[src/rtl/mmss_timer.sv]
// ---------------------------------------------------------------------------
// mmss_timer
//   Minutes:seconds countdown/countup timer for the front-panel display path.
//   A preset is loaded at run time, then the timer is started, paused and
//   resumed on exact cycles. A one-cycle expiry pulse marks the terminal
//   count. The time is presented as four BCD digits for the seven-segment
//   scan driver.
//
//   Build option:
//     TIMER_WARN_EN  defined   -> warn output is generated
//                    undefined -> warn is tied low and WARN_SEC is unused
//
//   Parameters:
//     CLK_HZ     clock cycles per one-second tick (>= 2)
//     WARN_SEC   remaining-seconds threshold for warn (down mode only)
//
//   Ports:
//     clk         system clock, rising edge
//     rstn        asynchronous active-low reset
//     load        strobe: load clamped preset, latch mode, go to IDLE
//     start       strobe: IDLE/PAUSE -> RUN
//     pause       strobe: RUN -> PAUSE
//     mode_up     sampled on load: 0 = count down, 1 = count up
//     preset_min  preset minutes (clamped to 99)
//     preset_sec  preset seconds (clamped to 59)
//     bcd_time    {min_tens, min_units, sec_tens, sec_units}, decoded from count
//     running     high in RUN
//     done        high in DONE
//     expired     one-cycle pulse on entry to DONE
//     warn        down mode, RUN/PAUSE, 0 < count <= WARN_SEC
// ---------------------------------------------------------------------------
module mmss_timer #(
    parameter int unsigned CLK_HZ   = 50_000_000,
    parameter int unsigned WARN_SEC = 10
) (
    input  logic        clk,
    input  logic        rstn,
    input  logic        load,
    input  logic        start,
    input  logic        pause,
    input  logic        mode_up,
    input  logic [6:0]  preset_min,
    input  logic [5:0]  preset_sec,
    output logic [15:0] bcd_time,
    output logic        running,
    output logic        done,
    output logic        expired,
    output logic        warn
);

    localparam int unsigned CNT_W = 13;
    localparam int unsigned PRE_W = (CLK_HZ > 1) ? $clog2(CLK_HZ) : 1;
    localparam logic [PRE_W-1:0] PRE_MAX = PRE_W'(CLK_HZ - 1);

    // Elaboration-time parameter sanity checks
    if (CLK_HZ < 2) begin : g_bad_clk_hz
        $error("mmss_timer: CLK_HZ must be at least 2");
    end
    if (WARN_SEC > 5999) begin : g_bad_warn_sec
        $error("mmss_timer: WARN_SEC must not exceed 5999");
    end

    typedef enum logic [1:0] {
        S_IDLE  = 2'd0,
        S_RUN   = 2'd1,
        S_PAUSE = 2'd2,
        S_DONE  = 2'd3
    } state_t;

    state_t             state,  state_nxt;
    logic [CNT_W-1:0]   count,  count_nxt;
    logic [CNT_W-1:0]   target, target_nxt;
    logic [PRE_W-1:0]   presc,  presc_nxt;
    logic               mode_q, mode_nxt;

    logic               running_nxt;
    logic               done_nxt;
    logic               expired_nxt;

    logic [6:0]         min_clamp;
    logic [5:0]         sec_clamp;
    logic [CNT_W-1:0]   preset_val;
    logic               tick;
    logic [CNT_W-1:0]   count_step;

    // Preset clamp and conversion to seconds
    always_comb begin
        min_clamp  = (preset_min > 7'd99) ? 7'd99 : preset_min;
        sec_clamp  = (preset_sec > 6'd59) ? 6'd59 : preset_sec;
        preset_val = CNT_W'(min_clamp) * CNT_W'(60) + CNT_W'(sec_clamp);
    end

    // One-second tick and the count value it would produce
    always_comb begin
        tick       = (state == S_RUN) && (presc == PRE_MAX);
        count_step = mode_q ? (count + CNT_W'(1)) : (count - CNT_W'(1));
    end

    // State and datapath registers
    always_ff @(posedge clk or negedge rstn) begin
        if (!rstn) begin
            state  <= S_IDLE;
            count  <= '0;
            target <= '0;
            presc  <= '0;
            mode_q <= 1'b0;
        end else begin
            state  <= state_nxt;
            count  <= count_nxt;
            target <= target_nxt;
            presc  <= presc_nxt;
            mode_q <= mode_nxt;
        end
    end

    // Next-state and datapath update; load overrides everything, pause beats start
    always_comb begin
        state_nxt  = state;
        count_nxt  = count;
        target_nxt = target;
        presc_nxt  = presc;
        mode_nxt   = mode_q;

        if (load) begin
            // A tick coinciding with load is dropped: the reload wins.
            mode_nxt  = mode_up;
            presc_nxt = '0;
            state_nxt = S_IDLE;
            if (mode_up) begin
                count_nxt  = '0;
                target_nxt = preset_val;
            end else begin
                count_nxt  = preset_val;
                target_nxt = '0;
            end
        end else begin
            case (state)
                S_IDLE: begin
                    if (start && (count != target)) begin
                        state_nxt = S_RUN;
                    end
                end
                S_RUN: begin
                    presc_nxt = tick ? '0 : (presc + PRE_W'(1));
                    if (tick) begin
                        count_nxt = count_step;
                    end
                    // The terminal tick takes precedence over a coincident
                    // pause so the count can never run past the target.
                    if (tick && (count_step == target)) begin
                        state_nxt = S_DONE;
                    end else if (pause) begin
                        state_nxt = S_PAUSE;
                    end
                end
                S_PAUSE: begin
                    if (start) begin
                        state_nxt = S_RUN;
                    end
                end
                S_DONE: begin
                    state_nxt = S_DONE;
                end
                default: begin
                    state_nxt = S_IDLE;
                end
            endcase
        end
    end

    // Output decode from the next state, registered below
    always_comb begin
        running_nxt = (state_nxt == S_RUN);
        done_nxt    = (state_nxt == S_DONE);
        expired_nxt = (state_nxt == S_DONE) && (state != S_DONE);
    end

    always_ff @(posedge clk or negedge rstn) begin
        if (!rstn) begin
            running <= 1'b0;
            done    <= 1'b0;
            expired <= 1'b0;
        end else begin
            running <= running_nxt;
            done    <= done_nxt;
            expired <= expired_nxt;
        end
    end

`ifdef TIMER_WARN_EN
    localparam logic [CNT_W-1:0] WARN_CNT = CNT_W'(WARN_SEC);

    logic warn_nxt;

    // Low-time warning, evaluated on the values the registers are about to take
    always_comb begin
        warn_nxt = !mode_nxt
                && ((state_nxt == S_RUN) || (state_nxt == S_PAUSE))
                && (count_nxt != '0)
                && (count_nxt <= WARN_CNT);
    end

    always_ff @(posedge clk or negedge rstn) begin
        if (!rstn) begin
            warn <= 1'b0;
        end else begin
            warn <= warn_nxt;
        end
    end
`else
    assign warn = 1'b0;
`endif

    // Seconds count to four BCD digits; zero latency relative to count
    logic [6:0] disp_min;
    logic [5:0] disp_sec;

    always_comb begin
        disp_min = 7'(count / CNT_W'(60));
        disp_sec = 6'(count % CNT_W'(60));
        bcd_time = {4'(disp_min / 7'd10), 4'(disp_min % 7'd10),
                    4'(disp_sec / 6'd10), 4'(disp_sec % 6'd10)};
    end

endmodule

[config.mk]
export PLATFORM = sky130hd
export DESIGN_NAME = mmss_timer
export DESIGN_NICKNAME = d
export VERILOG_FILES = /design/src/rtl/mmss_timer.sv
export SDC_FILE = /design/constraint.sdc
export NUM_CORES = 1
export LEC_CHECK = 0
export BUFFER_PORTS_ARGS = -buffer_cell sky130_fd_sc_hd__buf_2
export CORE_MARGIN = 1.5
export CORE_UTILIZATION = 30
export CTS_CLUSTER_SIZE = 28
export DETAILED_ROUTE_END_ITERATION = 12
export GPL_ROUTABILITY_DRIVEN = 0
export PLACE_DENSITY = 0.5
export SLEW_MARGIN = 5
export SYNTH_ARGS = -nofsm -noshare
export SYNTH_HDL_FRONTEND = slang
export SYNTH_SLANG_ARGS = --single-unit
[constraint.sdc]
create_clock -name clk -period 8 [get_ports clk]
set_input_delay 0.4 -clock clk [delete_from_list [all_inputs] [get_ports clk]]
set_output_delay 0.4 -clock clk [all_outputs]
set_load 0.05 [all_outputs]
Yosys cells after proc, flatten, opt, wreduce, memory -nomap -nowiden. Cells that the tools add are included.

Flip-flop bits (word level): 58.

Add/sub/neg operators: 4. $mul: 1. Div/mod/pow operators: 6. $lt $le $gt $ge: 2. Equal/unequal tests: 9. Multiplexer cells: 17. Reductions and logical operators: 8.

Operators with widths (number): $mux 13 (6); $mux 26 (3); $add 26x1->26 const B (1); $eq 26x26->1 const B (1); $add 13x1->13 const B (1); $add 13x6->13 (1); $div 13x6->13 const B (1); $eq 13x13->1 (1); $mod 13x6->13 const B (1); $ne 13x13->1 (1); $sub 13x1->13 const B (1); $mul 7x4->11 const B (1); $mux 2 (5); $pmux 2 s4 (1); $div 7x4->7 const B (1); $gt 7x7->1 const B (1); $mod 7x4->7 const B (1); $mux 7 (1); $div 6x4->6 const B (1); $eq 2x2->1 const B (3); $gt 6x6->1 const B (1); $mod 6x4->6 const B (1); $mux 6 (1); $eq 2x1->1 const B (2); other kinds (5) (9).

Logic depth before layout (Yosys ltp). Gate-level depths: netlist of the first run.

Depth after elaboration: 9. Gate-level depth with buffers: 25.

Worst setup path after synthesis of the first run. OpenSTA, ideal clock, no wires.

Path type: register to output. From: register count[8]. To: output bcd_time[10]. Arrival time: 5.974 ns. Path slack: 1.626 ns. Stages on the path, launching flop included: 25. Cells stage by stage: dfrtp_1 buf_6 xor2_2 a32o_1 nand4_1 nand3_1 ha_1 a221oi_1 nor2_1 xnor2_1 inv_1 ha_1 o21ai_0 o2bb2ai_1 o21ai_1 inv_1 ha_1 inv_1 a311oi_1 o22ai_2 xnor2_1 ha_1 o2111ai_1 a31o_2 mux2i_1.

Longest elaborated chain between the ends: 2.

RTL lines: from (decl) (line 71) `logic [CNT_W-1:0] count, count_nxt;`; from (signal assigned) (line 109) `count <= count_nxt;`; $div 13x6->13 (line 219) `disp_min = 7'(count / CNT_W'(60));`; $mod 7x4->7 (line 221) `bcd_time = {4'(disp_min / 7'd10), 4'(disp_min % 7'd10),`; to (decl) (line 44) `output logic [15:0] bcd_time,`.

Every way passes these cells.

Worst setup path in the final report of the first run.
From: register count[11]. To: output bcd_time[10].

Same word-level chain as after synthesis.

==> qor.yml, run 1 <==
route:
  drcViolationCount: 0
  vias: 5888
  drt-initial-drc-count: 369
  routed_wl_mm: 16.5
  via_per_inst: 5.36
  routedWlPerCell_um: 15.0
  drt_first_pass_iters: 4
  ant_nets: 0
global_routing:
  grt_overflow: 0
  grt_use_total: 0.144
  grt_pass1_wl_mm: 28.2
  antenna_found_initial: 0
  grt_max_degree: 59
  grt_pass1_vias: 5670
yosys:
  synthArstFlopShare: 1.00
  ys_seq_area_frac: 0.218
  synth_top_area_share: 0.218
  synth_area_leader_cell: "dfrtp_1"
  synth.area.top_cells: "dfrtp_1, ha_1, xnor2_1, xor2_1, nor2_1"
  synth_top_flop_cell: "dfrtp_1"
  ys_ff_latch: 58
  synth_cell_types: 98
  synth_cells: 806
  synth-edff-count: 0
  yosys_warnings: 0
  syn_area_sq_um: 6660
  synth.avg_cell_area_sq_um: 8.26
placed_design:
  dp_cells: 1083
  placed_area_sq_um: 6990
  portBuffers: 36
  hpwl_mm: 12.4
clock_network:
  cts_hold_buf: 0
  cts_resized: 0
  cts_buffer_depth: 2
  cts_tree: "built"
  cts_buffers: 9
  cts.clk_slew.worst_paths_ps: 50
  post_cts_buffers: 0
  clock_latency_ps: 330
  ctsRootBufferMaster: "clkbuf_16"
  cts_max_level: 3
  clock-sinks: 58
final_layout:
  syn2layout_area_growth_pct: 9.82
  fin_area_sq_um: 7320
  drive_gt1_frac: 0.111
  stdcell_count: 1099
  final_nets: 884
  diodes: 0
hold_path:
  hold_class: "in -> async"
sta:
  max_freq_mhz: 149
  finalMaxSlewViolations: 0
  hold_viol_final: 0
  rsz0062_at_grt: "no"
  tightest_slew_ps: 1030
  tns_ps: 0
  finalCritPeriodShare: 0.839
  fin_crit_ps: 6710
  setup_viol: 0
  finClkSkew_ps: 6.17
  relSlewSlack: 0.313
worst_setup_path:
  cp_max_fo: 21
  path_class: "reg -> out"
  worstPathArrival_ps: 6310
  r2r_slack_ps: 3870
  cp-end-kind: "output port"
  startpoint_type: "flip-flop"
  cp.required_ps: 7600
floorplanning:
  num_io_pins: 39
  fp.dieArea_sq_um: 23100
  die_width_um: 152
  initial_core_util: 0.305
  die_h_um: 152
  rows: 54
  core_area_sq_um: 21800
run:
  maxCapViolations: 0
status:
  status: "finished, final reports clean"
==> final cells by class <==
class	count	area (sq um)
fillers	2350	14500
multi-input cells	649	4770
flip-flops and latches	58	1450
well taps	280	350
clock buffers	13	280
inverters	57	214
repair buffers	39	203
clock inverters	3	45.0
==> synth_stat cells (6+ instances only) <==
cell type	count
dfrtp_1	58
a21o_1	9
xor2_1	33
a31oi_1	6
nand3_1	26
o22ai_1	13
xnor2_1	43
o21ai_0	38
o21ai_1	8
nor2_1	75
nand2b_1	9
nor3_1	24
nor2b_1	6
nor4_1	9
fa_1	13
mux2i_1	15
o2bb2ai_1	15
nand4_1	16
and4_1	7
or3_1	9
ha_1	38
buf_2	12
a21oi_1	41
o21a_1	6
clkbuf_1	20
nand2_1	54
inv_1	55
o21bai_1	6
and2_1	10
or2_2	6
==> layout by cell type, fill, tap and decap left out, types with 7 or more instances in the layout <==
| cell | count |
|---|---|
| and4_1 | 7 |
| or3_1 | 9 |
| nand2b_1 | 9 |
| nand3_1 | 26 |
| inv_1 | 55 |
| o21ai_0 | 38 |
| clkbuf_16 | 9 |
| fa_1 | 13 |
| nand4_1 | 16 |
| a21o_1 | 9 |
| nand2_1 | 54 |
| xor2_1 | 33 |
| ha_1 | 38 |
| nor2_1 | 75 |
| xnor2_1 | 43 |
| o22ai_1 | 13 |
| dfrtp_1 | 58 |
| a21oi_1 | 41 |
| mux2i_1 | 15 |
| nor4_1 | 8 |
| o21ai_1 | 8 |
| nor3_1 | 24 |
| and2_1 | 10 |
| buf_2 | 36 |
| o2bb2ai_1 | 15 |
==> path summary, 6_finish.rpt <==
check / startpoint / to / cells after the start
setup reg to reg: mode_q / state[0] / 15
hold / removal: rstn / presc[9] / 2
max in group asynchronous: rstn / target[12] / 2
min in group clk: pause / state[0] / 2
hold reg to reg: target[0] / target[0] / 1
setup / recovery: count[11] / bcd_time[10] / 24
==> cells by family after synthesis <==
logic type | after synthesis | share of synthesized area
AO/OA/AOI/OAI | 230 | 0.264
multiplexers | 15 | 0.0225
other | 1 | 0.000563
buffers and inverters | 100 | 0.0672
flip-flops | 58 | 0.218
adder cells (fa/ha/maj) | 53 | 0.113
XOR/XNOR | 80 | 0.113
AND/OR/NAND/NOR | 269 | 0.202
==> critical path, stage by stage, from the launching register on <==
cell and delay [ps]:
dfrtp_1 810, xor2_1 230, a32o_1 420, nand4_1 130, nand3_1 130, ha_1 240
a221oi_1 440, nor2_1 190, xnor2_1 320, inv_1 80, ha_1 230, nor2_1 270
nand3_1 150, o21ai_1 280, inv_1 110, ha_1 240, inv_1 60, a311oi_1 40
o22ai_2 320, xnor2_1 140, ha_1 220, o2111ai_1 290, a31o_2 190, mux2i_1 170
buf_2 270
==> registers in the layout, indices dropped and copies added (netlist names) <==
| name | count |
|---|---|
| done | 1 |
| expired | 1 |
| mode_q | 1 |
| presc | 26 |
| target | 13 |
| count | 13 |
| running | 1 |
| state | 2 |
==> stage by stage <==
stage / hold WS (ps) / setup slack [ps] / util
finish: 201 / 1290 / 0.335
global route: 309 / 501 / 0.335
CTS: 258 / 1290 / 0.335
detailed placement: 499 / 1660 / 0.320
global placement: 496 / 1800 / 0.320
floorplan: 104 / 1630 / -
==> per-layer routing <==
layer  global-route usage  wire [um]
met1                0.203       8280
met2                0.233       7450
met3               0.0157        476
met4               0.0398        288
met5                    0          0
Power of run 1 is not shown: default switching activity piles up to over one toggle a cycle in this logic, so the estimate is an artifact.
==> run 2, diff against run 1 <==
ABC_AREA = 1   (was unset)
clock period = 6.7 ns   (was 8 ns; I/O delays follow)
==> qor.yml, run 2 <==
route:
  routed_wl_mm: 14.4  # -13%
  drt-initial-drc-count: 243  # -34%
  drt_first_pass_iters: 5  # +1
  vias: 5509  # -6.4%
  drcViolationCount: 0  # unchanged
  ant_nets: 0  # unchanged
  via_per_inst: 4.63  # -14%
  routedWlPerCell_um: 12.1  # -20%
global_routing:
  grt_pass1_wl_mm: 24.9  # -12%
  grt_use_total: 0.139  # -0.00470
  grt_pass1_vias: 5314  # -6.3%
  grt_max_degree: 59  # unchanged
  antenna_found_initial: 0  # unchanged
  grt_overflow: 0  # unchanged
worst_setup_path:
  rr_worst_depth: 21  # +6
  path_class: "reg -> out"
  worst-path-buf-inv: 8  # +4
  startpoint_type: "flip-flop"
  cp.required_ps: 6360  # -1240 ps
  worstPathArrival_ps: 5780  # -530 ps
  cp_slowest_cell: "dfrtp_2"
  cp_max_fo: 10  # -52%
  crit_path_max_incr_delay_ps: 450  # -360 ps
  cp-end-kind: "output port"
  timing.critical_path.mode_cell: "nand2_1"
  cp_top_family: "simple AND/OR/NAND/NOR gates"
  cp_num_cells: 52  # +120%
floorplanning:
  die_width_um: 147  # -3.2%
  initial_core_util: 0.307  # +0.00153
  fp.dieArea_sq_um: 21600  # -6.4%
  die_h_um: 147  # -3.2%
  core_area_sq_um: 20300  # -7.0%
  rows: 52  # -3.7%
  num_io_pins: 39  # unchanged
placed_design:
  hpwl_mm: 11.4  # -8.5%
  placed_area_sq_um: 6680  # -4.5%
  portBuffers: 36  # unchanged
  pre_cts_slack_ps: 619  # -1040 ps
final_layout:
  top_register: "presc"
  largest_register_ff_count: 26  # unchanged
  final_nets: 986  # +12%
  diodes: 0  # unchanged
  n_fill_cell: 2228  # -5.2%
  fin_area_sq_um: 7100  # -2.9%
  syn2layout_area_growth_pct: 14.1
  final_cell_mix: "nand2_1, inv_1, nor2_1"
  drive_gt1_frac: 0.176  # +0.0648
  layout_commonest_cell: "nand2_1"
  reg_top3: "presc x26, count x13, target x13"
yosys:
  synthArstFlopShare: 1.00  # unchanged
  synth.avg_cell_area_sq_um: 7.09  # -14%
  synth_area_leader_cell: "dfrtp_1"
  ys_ff_latch: 58  # unchanged
  synth_top_area_share: 0.233  # +0.0152
  yosysMostFrequentCell: "nand2_1"
  synth-edff-count: 0  # unchanged
  synth_cells: 878  # +8.9%
  synth_top_flop_cell: "dfrtp_1"
  yosys-top-cells-count: "nand2_1, inv_1, dfrtp_1, nor2_1, nand3_1"
  synth.area.top_cells: "dfrtp_1, nand2_1, inv_1, ha_1, xor2_1"
  syn_area_sq_um: 6230  # -6.5%
  ys_seq_area_frac: 0.233  # +0.0152
  yosys_warnings: 0  # unchanged
  synth_cell_types: 56  # -43%
clock_network:
  cts_tree: "built"
  cts_hold_buf: 0  # unchanged
  cts.clk_slew.worst_paths_ps: 50  # about the same
  ctsRootBufferMaster: "clkbuf_16"
  clock-sinks: 58  # unchanged
  clock_latency_ps: 340  # about the same
  cts_max_level: 3  # unchanged
  cts_buffer_depth: 2  # unchanged
  cts_buffers: 9  # unchanged
sta:
  finalCritPeriodShare: 0.913
  fin_crit_ps: 6120
  tightest_slew_ps: 767  # -264 ps
  relSlewSlack: 0.489  # +0.176
  fin_hold_ws_ps: 144  # -57.5 ps
  finClkSkew_ps: 8.62  # +2.45 ps
  setup_ws_ps: 581  # -706 ps
  setup_viol: 0  # unchanged
  tns_ps: 0  # unchanged
  finalMaxSlewViolations: 0  # unchanged
  hold_viol_final: 0  # unchanged
  max_freq_mhz: 163
status:
  status: "finished, final reports clean"
run:
  maxCapViolations: 0  # unchanged
hold_path:
  hold_class: "in -> async"
[run 2: cell count changes after synthesis, sizes merged, moves of 15 or more]
cell     before  now
xnor2        43   12
nand3        26   56
inv          56  159
o2bb2ai      15    0
mux2i        15    0
nand2        54  212
o22ai        14   29
buf          23    7
[run 2: stage by stage]
stage                     std cells  utilization
after global routing           1191        0.350
after detailed placement       1167        0.329
after global placement         1167        0.329
final                          1191        0.350
after floorplan                 879            -
after CTS                      1183        0.345
[run 2: area by class of cell]
type,instances,area [sq um],area share
multi-input combinational,642,4110,0.578
clock inverter,4,73.8,0.0104
tap,270,338,0.0476
inverter,159,599,0.0844
timing repair buffer,46,274,0.0386
clock buffer,12,256,0.0361
sequential,58,1460,0.205
[run 2: per-layer routing]
metal  track usage  vias up  wire length [um]  share of wire
li1              -     2928                 -              -
met1         0.190     2500              7310           0.51
met2         0.231       73              6540           0.45
met3        0.0214        8               403          0.028
met4        0.0345        0               138         0.0096
met5             0        -                 0              0
[run 2: timing repair]
| item | in CTS | in global routing |
|---|---|---|
| gates resized for setup | 0 | 15 |
| setup buffers | 0 | 8 |
| endpoints found under the hold margin | 0 | 0 |
| setup endpoints to repair | 0 | 4 |
[run 2: logic make-up after synthesis]
logic type | Yosys count | synth area share
XOR/XNOR | 49 | 0.0701
buffers and inverters | 179 | 0.111
AND/OR/NAND/NOR | 388 | 0.315
adder cells (fa/ha/maj) | 51 | 0.118
AO/OA/AOI/OAI | 152 | 0.153
flip-flops | 58 | 0.233
other | 1 | 0.000602
[run 2: final timing paths]
| path | startpoint | end | slack [ps] |
|---|---|---|---|
| hold / removal | rstn | presc[0] | 140 |
| setup / recovery | count[12] | bcd_time[10] | 580 |
| min in group clk | mode_up | target[7] | 270 |
| hold reg to reg | state[0] | expired | 500 |
| setup reg to reg | mode_q | expired | 2610 |
| max in group asynchronous | rstn | count[10] | 5990 |
[run 2: worst register-to-register path: stages, from the launching register on]
cell and delay [ps]:
dfrtp_1 440, inv_1 390, ha_1 380, a21oi_1 130, and2_1 170, inv_1 50, a21oi_1 130, o21bai_1 110
a21oi_1 160, o21bai_1 110, nand2_1 70, nand2_1 50, a21oi_1 220, inv_1 70, a21oi_1 130, o21ai_0 120
xnor2_1 280, xor2_1 170, o2111ai_1 180, a211oi_1 400, nand2_1 120, a21oi_1 140
Power of run 2 is left out for the same reason.
==> run 3, diff against run 2 <==
ABC_AREA = unset   (was 1)
==> qor.yml, run 3 (synthesis gave the netlist of run 1 again) <==
status:
  status: "finished, final reports clean"
floorplanning:
  die_width_um: 152  # +3.4%
  core_area_sq_um: 21800  # +7.5%
  fp.dieArea_sq_um: 23100  # +6.8%
  die_h_um: 152  # +3.4%
  rows: 54  # +3.8%
  num_io_pins: 39  # unchanged
  initial_core_util: 0.305  # -0.00153
route:
  routed_wl_mm: 16.5  # +15%
  routedWlPerCell_um: 15.0  # +24%
  drt_first_pass_iters: 5  # unchanged
  drcViolationCount: 0  # unchanged
  ant_nets: 0  # unchanged
  via_per_inst: 5.35  # +16%
  drt-initial-drc-count: 387  # +59%
  vias: 5894  # +7.0%
worst_setup_path:
  regToRegStartpoint: "mode_q"
  startpoint_type: "flip-flop"
  cp_max_fo: 18  # +8
  worstPathArrival_ps: 5800  # +20 ps
  r2r_slack_ps: 2660  # +50 ps
  rr_worst_depth: 15  # -29%
  cp-end-kind: "output port"
  cp.required_ps: 6360  # about the same
  path_class: "reg -> out"
  r2r_end: "state[0]"
sta:
  finClkSkew_ps: 5.93  # -2.69 ps
  tns_ps: 0  # unchanged
  tightest_slew_ps: 782  # +15.2 ps
  max_freq_mhz: 163  # -0.20%
  setup_viol: 0  # unchanged
  rsz0062_at_grt: "no"
  fin_crit_ps: 6130  # +12.4 ps
  finalMaxSlewViolations: 0  # unchanged
  finalCritPeriodShare: 0.915  # +0.00185
  relSlewSlack: 0.479  # -0.0101
  setup_ws_ps: 569  # -12.4 ps
  hold_viol_final: 0  # unchanged
clock_network:
  cts_buffers: 9  # unchanged
  cts.clk_slew.worst_paths_ps: 50  # about the same
  cts_hold_buf: 0  # unchanged
  cts_buffer_depth: 2  # unchanged
  ctsRootBufferMaster: "clkbuf_16"
  clock_latency_ps: 330  # about the same
  cts_tree: "built"
  clock-sinks: 58  # unchanged
  cts_max_level: 3  # unchanged
final_layout:
  top_register: "presc"
  final_nets: 887  # -10%
  syn2layout_area_growth_pct: 10.9
  layout_commonest_cell: "nor2_1"
  diodes: 0  # unchanged
  reg_top3: "presc x26, count x13, target x13"
  largest_register_ff_count: 26  # unchanged
  drive_gt1_frac: 0.125  # -0.0506
  final_cell_mix: "nor2_1, inv_1, nand2_1"
  n_fill_cell: 2304  # +3.4%
global_routing:
  grt_pass1_vias: 5815  # +9.4%
  grt_max_degree: 59  # unchanged
  grt_use_total: 0.145  # +0.00583
  grt_pass1_wl_mm: 28.7  # +15%
  grt_overflow: 0  # unchanged
  antenna_found_initial: 0  # unchanged
hold_path:
  hold_class: "in -> async"
placed_design:
  portBuffers: 36  # unchanged
  hpwl_mm: 12.5  # +9.6%
  pre_cts_slack_ps: 491  # -128 ps
run:
  maxCapViolations: 0  # unchanged
-- run 3: critical path, cell delays in order, from the launching register on --
cell       delay [ps]
dfrtp_2           590
o21ai_1           230
o21ai_1           350
a311oi_1          200
a2111oi_2         460
a22oi_2           180
a32oi_4           470
o21ai_2           180
a311oi_2          450
o21ai_1           220
inv_1             120
ha_1              200
inv_1              50
a311oi_1          250
o22ai_2           200
xnor2_1           180
ha_1              220
o2111ai_1         290
a31o_2            190
mux2i_1           170
buf_2             270
-- run 3: routing by layer --
layer	track usage	share of wire	vias to the layer above	wire, um
li1	-	-	2968	-
met1	0.206	0.52	2811	8520
met2	0.233	0.44	96	7350
met3	0.0165	0.026	19	437
met4	0.0411	0.014	0	238
met5	0	0	-	0
-- run 3: metrics by stage --
stage,hold WS [ps],utilization,cells,cell area (sq um)
final,159,0.338,1102,7390
after global routing,249,0.338,1102,7390
after CTS,198,0.336,1102,7340
after detailed placement,497,0.321,1086,7010
after global placement,496,0.321,1086,7010
after floorplan,39.4,-,807,6670
-- run 3: worst max path at each step --
stage / start / end / slack [ps] / depth (start not counted)
floorplan: count[8] / bcd_time[10] / 390 / 24
global placement: count[10] / bcd_time[10] / 520 / 24
detailed placement: count[9] / bcd_time[10] / 490 / 23
CTS: count[9] / bcd_time[10] / 110 / 23
global route: count[10] / bcd_time[10] / 20 / 24
finish: count[12] / bcd_time[10] / 570 / 20
-- run 3: cell type report --
| cell class | count | area, sq um | area share |
|---|---|---|---|
| repair buffers | 42 | 225 | 0.0305 |
| clock buffers | 12 | 256 | 0.0347 |
| flip-flops and latches | 58 | 1460 | 0.198 |
| inverters | 57 | 214 | 0.0290 |
| well taps | 280 | 350 | 0.0474 |
| clock inverters | 4 | 73.8 | 0.00999 |
| multi-input cells | 649 | 4800 | 0.650 |
-- run 3: repair_timing --
item	CTS	global route
setup endpoints to repair	0	6
gates resized for setup	0	13
buffers inserted	0	0
Power of run 3 is left out for the same reason.
